**config.mk**
```make
export PLATFORM = sky130hd
export DESIGN_NAME = booth_seq_ctrl
export DESIGN_NICKNAME = d
export VERILOG_FILES = /design/src/rtl/booth_seq_ctrl.sv
export SDC_FILE = /design/constraint.sdc
export NUM_CORES = 1
export LEC_CHECK = 0
export BUFFER_PORTS_ARGS = -buffer_cell sky130_fd_sc_hd__buf_2
export CAP_MARGIN = 20
export CORE_AREA = 2 2 92 94
export CTS_BUF_LIST = sky130_fd_sc_hd__clkbuf_16
export DETAILED_ROUTE_END_ITERATION = 8
export DIE_AREA = 0 0 94 96
export GPL_TIMING_DRIVEN = 0
export HOLD_SLACK_MARGIN = 0.03
export PLACE_DENSITY_LB_ADDON = 0.15
export SYNTH_ARGS = -nofsm -noshare
export SYNTH_HDL_FRONTEND = slang
export SYNTH_SLANG_ARGS = --single-unit
```
**constraint.sdc**
```tcl
create_clock -name clk -period 5.5 [get_ports clk]
set_input_delay 0.55 -clock clk [delete_from_list [all_inputs] [get_ports clk]]
set_output_delay 0.55 -clock clk [all_outputs]
set_load 0.005 [all_outputs]
```
**src/rtl/booth_seq_ctrl.sv**
```systemverilog
// Sequential radix-4 Booth multiplier: one Booth triplet per clock, signed N x N -> 2N.
// Optional macro BOOTH_EARLY_TERM_EN stops once the remaining triplets all encode zero and adds iter_count.
module booth_seq_ctrl #(
    parameter int N = 8,
    localparam int CW = $clog2(N / 2) + 1
) (
    input  logic              clk,
    input  logic              rst,
    input  logic              in_valid,
    output logic              in_ready,
    input  logic [N-1:0]      multiplicand,
    input  logic [N-1:0]      multiplier,
    input  logic              abort,
    output logic              out_valid,
    input  logic              out_ready,
    output logic [2*N-1:0]    product,
    output logic              busy
`ifdef BOOTH_EARLY_TERM_EN
    ,
    output logic [CW-1:0]     iter_count
`endif
);

    localparam int AW   = 2 * N + 2;
    localparam int LAST = N / 2 - 1;

    typedef enum logic [1:0] {
        IDLE,
        RUN,
        DONE
    } state_t;

    state_t          state_q;
    logic [AW-1:0]   mcand_q;
    logic [N-1:0]    mplier_q;
    logic [AW-1:0]   acc_q;
    logic [CW-1:0]   cnt_q;
    logic [2*N-1:0]  product_q;
    logic            in_ready_q;
    logic            out_valid_q;
    logic            busy_q;
`ifdef BOOTH_EARLY_TERM_EN
    logic [CW-1:0]   iter_count_q;
`endif

    logic [N:0]      qExt_d;
    logic [2:0]      triplet_d;
    logic [AW-1:0]   term_d;
    logic [AW-1:0]   accSum_d;
    logic            finish_d;
`ifdef BOOTH_EARLY_TERM_EN
    logic            anyOne_d;
    logic            anyZero_d;
`endif

    // The appended zero supplies the implicit Q[-1] bit for the first triplet.
    always_comb begin
        qExt_d    = {mplier_q, 1'b0};
        triplet_d = qExt_d[{cnt_q, 1'b0} +: 3];
        term_d    = '0;
        case (triplet_d)
            3'b001, 3'b010: term_d = mcand_q;
            3'b011:         term_d = mcand_q << 1;
            3'b100:         term_d = ~(mcand_q << 1) + AW'(1);
            3'b101, 3'b110: term_d = ~mcand_q + AW'(1);
            default:        term_d = '0;
        endcase
        accSum_d = acc_q + (term_d << {cnt_q, 1'b0});
        finish_d = (cnt_q == CW'(LAST));
`ifdef BOOTH_EARLY_TERM_EN
        // Uniform Q bits above 2i are pure sign extension, so every later triplet is 000 or 111.
        anyOne_d  = 1'b0;
        anyZero_d = 1'b0;
        for (int j = 0; j < N; j++) begin
            if (j >= 2 * int'(cnt_q) + 1) begin
                if (mplier_q[j]) anyOne_d = 1'b1;
                else             anyZero_d = 1'b1;
            end
        end
        if (!(anyOne_d && anyZero_d)) finish_d = 1'b1;
`endif
    end

    always_ff @(posedge clk or posedge rst) begin
        if (rst) begin
            state_q      <= IDLE;
            mcand_q      <= '0;
            mplier_q     <= '0;
            acc_q        <= '0;
            cnt_q        <= '0;
            product_q    <= '0;
            in_ready_q   <= 1'b1;
            out_valid_q  <= 1'b0;
            busy_q       <= 1'b0;
`ifdef BOOTH_EARLY_TERM_EN
            iter_count_q <= '0;
`endif
        end else begin
            case (state_q)
                IDLE: begin
                    if (!abort && in_valid) begin
                        mcand_q    <= {{(N + 2){multiplicand[N-1]}}, multiplicand};
                        mplier_q   <= multiplier;
                        acc_q      <= '0;
                        cnt_q      <= '0;
                        state_q    <= RUN;
                        in_ready_q <= 1'b0;
                        busy_q     <= 1'b1;
                    end
                end
                RUN: begin
                    if (abort) begin
                        state_q    <= IDLE;
                        acc_q      <= '0;
                        cnt_q      <= '0;
                        in_ready_q <= 1'b1;
                        busy_q     <= 1'b0;
                    end else begin
                        acc_q <= accSum_d;
                        if (finish_d) begin
                            product_q    <= accSum_d[2*N-1:0];
                            state_q      <= DONE;
                            out_valid_q  <= 1'b1;
`ifdef BOOTH_EARLY_TERM_EN
                            iter_count_q <= cnt_q + CW'(1);
`endif
                        end else begin
                            cnt_q <= cnt_q + CW'(1);
                        end
                    end
                end
                DONE: begin
                    if (abort || out_ready) begin
                        state_q     <= IDLE;
                        acc_q       <= '0;
                        cnt_q       <= '0;
                        out_valid_q <= 1'b0;
                        in_ready_q  <= 1'b1;
                        busy_q      <= 1'b0;
                    end
                end
                default: begin
                    state_q     <= IDLE;
                    in_ready_q  <= 1'b1;
                    out_valid_q <= 1'b0;
                    busy_q      <= 1'b0;
                end
            endcase
        end
    end

    assign in_ready  = in_ready_q;
    assign out_valid = out_valid_q;
    assign busy      = busy_q;
    assign product   = product_q;
`ifdef BOOTH_EARLY_TERM_EN
    assign iter_count = iter_count_q;
`endif

endmodule

```
==> impl_metrics.yaml <==
run_status:
  outcome: "completed"
logic_synthesis:
  yosysMostFrequentCell: "nand2_1"
  ys_top_cells_by_count: "nand2_1, dfrtp_1, o21ai_0"
  synth-edff-count: 0
  netlist_instances: 433
  syn_area_per_cell_um2: 8.76
  synth_top_area_share_pct: 36.3
  synthArstFlopShare_pct: 100
  yosysWarnings: 0
  synth_cell_types: 64
  ys.flop_type: "dfrtp_1"
  ys_top_cells_by_area: "dfrtp_1, ha_1, o21ai_0, nand2_1, mux2_2"
  ys_ff_latch: 56
  ys_seq_area_share_pct: 37.0
  syn_nets: 475
  syn-cell-area_mm2: 0.00379
  synth_top_area_cell: "dfrtp_1"
worst_setup_path:
  critical_path_required_ns: 5.67
  path_cells: "or3_1 > nor3_1 > nand2_1 > ha_1 > inv_1 > a221oi_1 > a211oi_1 > o21ai_0 > o21ai_0 > ha_1 > a2111o_1 > o21bai_1 > a221oi_1 > nor2_1 > o311a_1 > mux2i_1 > o22ai_1"
  critPathMaxFanout: 5
  worstPathArrival_ns: 5.21
  cpMaxStageDelayCell: "nor3_1"
  start_kind: "register"
  worstSetupPathType: "register to register"
  slowest_delay_ns: 0.57
  end_kind: "register"
clocking:
  clk_path_buf_depth: 2
  cts_resized: 0
  tritoncts: "built"
  cts_root_buf: "clkbuf_16"
  hold_buffers: 0
  postCtsSetupBuffers: 0
  clk_latency_ns: 0.30
  clkTransAtPathRegs_ns: 0.08
  cts_buffers: 5
  htreeDepth: 2
  cts.sinks: 56
routing:
  drt-total-wl_um: 9240
  ant_nets: 0
  dr.pass1.iters: 5
  viasPerCell: 5.86
  initialDrtViolationCount: 248
  drc_errors: 0
  vias: 3432
  wl_per_cell_um: 15.8
finish:
  drive_gt1_share_pct: 16.2
  antenna_cells: 0
  final_nets: 522
  area.growth.synth_to_final_pct: 12.9
die:
  rows: 33
  fp.dieH_um: 96
  io_pins: 40
  die_area_mm2: 0.00902
  core-area_mm2: 0.00805
  die_x_um: 94
  start_util_pct: 47.1
power_and_ir_drop:
  power_leakage_nw: 1.95
  peakVddDrop_mv: 0.213
  power_density_mw_per_mm2: 472
  finalPower_mw: 2.02
timing:
  maxSlewViolCount: 0
  tns_ns: 0
  timing.final.crit_share_pct: 91.7
  setup_viol: 0
  setup_ws_ns: 0.459
  grt_setup_unrepaired: "false"
  fin_crit_ns: 5.04
  skew_ns: 0.00654
  max_freq_mhz: 198
  slew_headroom_pct: 52.6
  worst_pin_slew_ns: 0.705
  hold_violations: 0
place:
  io_buffers: 39
  dp_worst_setup_slack_ns: 0.520
  hpwl_um: 6950
  gp_congestion: 0.970
hold_path:
  hp-class: "input pin to asynchronous set/reset pin"
run:
  maxCapViolCount: 0
grt:
  grt_max_degree: 37
  grt_pass1_wl_um: 15600
  grt_pass1_vias: 3059
  grt_overflow: 0
  antenna_found_initial: 0
  grt.total_usage_pct: 21.8
final timing paths:
path / cells after the start / startpoint / end / slack, ns
max: 17 / mcand_q[0] / product[14] / 0.46
min: 2 / rst / product[11] / 0.25
max reg2reg: 17 / mcand_q[0] / product[14] / 0.46
min reg2reg: 2 / product[4] / product[4] / 0.47
max in group asynchronous: 3 / rst / in_ready / 4.62
min in group clk: 3 / multiplicand[5] / mcand_q[5] / 0.45
area by class of cell:
| type | instances | area, um^2 |
|---|---|---|
| fillers | 790 | 3770 |
| multi-input cells | 334 | 2210 |
| flip-flops and latches | 56 | 1400 |
| repair buffers | 40 | 215 |
| well taps | 105 | 131 |
| clock buffers | 5 | 125 |
| plain buffers | 25 | 114 |
| inverters | 18 | 67.6 |
| clock inverters | 3 | 17.5 |
placed cells by master (no fill, tap or decap), types with 3 or more instances in the layout:
cell type / count
or3_1: 4
xor2_1: 7
buf_2: 40
nand2_1: 63
inv_1: 15
nor3_1: 5
clkbuf_16: 5
ha_1: 20
o211ai_1: 4
xnor2_1: 9
mux2i_1: 6
a22o_1: 3
o21ai_0: 48
o31ai_1: 6
a211oi_1: 7
o22ai_1: 5
nand3_1: 12
and2_1: 4
a32oi_1: 3
nor2_1: 23
nor2b_1: 3
clkbuf_1: 19
and3_1: 4
a22oi_1: 3
a21oi_1: 26
o21ai_1: 8
a31oi_1: 7
mux2_2: 13
dfrtp_1: 55
sequential cells by signal, indices dropped and copies added (netlist names):
signal     cells
acc_q         16
product       16
mcand_q        8
mplier_q       8
cnt_q          3
state_q        2
busy           1
in_ready       1
out_valid      1
power by group:
group	switching (mW)	internal (mW)	total [mW]
logic	0.643	0.458	1.10
clock network	0.159	0.169	0.328
registers	0.0736	0.519	0.592
total	0.875	1.15	2.02
kinds of logic after synthesis:
kind of cell | after synthesis | synth area share, %
buffers and inverters | 43 | 4.78
muxes | 21 | 6.63
and+or+nand+nor | 131 | 16.0
xor gates and xnor gates | 17 | 4.12
AOI/OAI and AO/OA | 144 | 24.3
adders and majority gates | 21 | 7.12
DFF | 56 | 37.0
worst max-delay path: cells and delay by family, from the launching register on:
kind	cells	cell delay, ns
AOI/OAI and AO/OA	9	2.47
adders and majority gates	2	0.53
buffers and inverters	1	0.06
DFF	1	0.43
muxes	1	0.20
and+or+nand+nor	4	1.23
through the flow:
step	instance area [um^2]	util (%)	instances	hold WS, ns
final	4280	53.2	586	0.254
after global routing	4280	53.2	586	0.296
after CTS	4280	53.2	586	0.277
after detailed placement	4140	51.4	578	0.465
after global placement	4120	51.2	577	0.456
after floorplan	3790	-	433	0.455
metal layers:
metal / vias up / GRT usage [%] / share of wire, %
met5: - / 0 / 0
met3: 12 / 3.05 / 5.0
li1: 1675 / - / -
met1: 1635 / 33.9 / 49
met2: 110 / 31.7 / 45
met4: 0 / 5.68 / 1.6
Note: power is estimated with default switching activity, not from simulation.
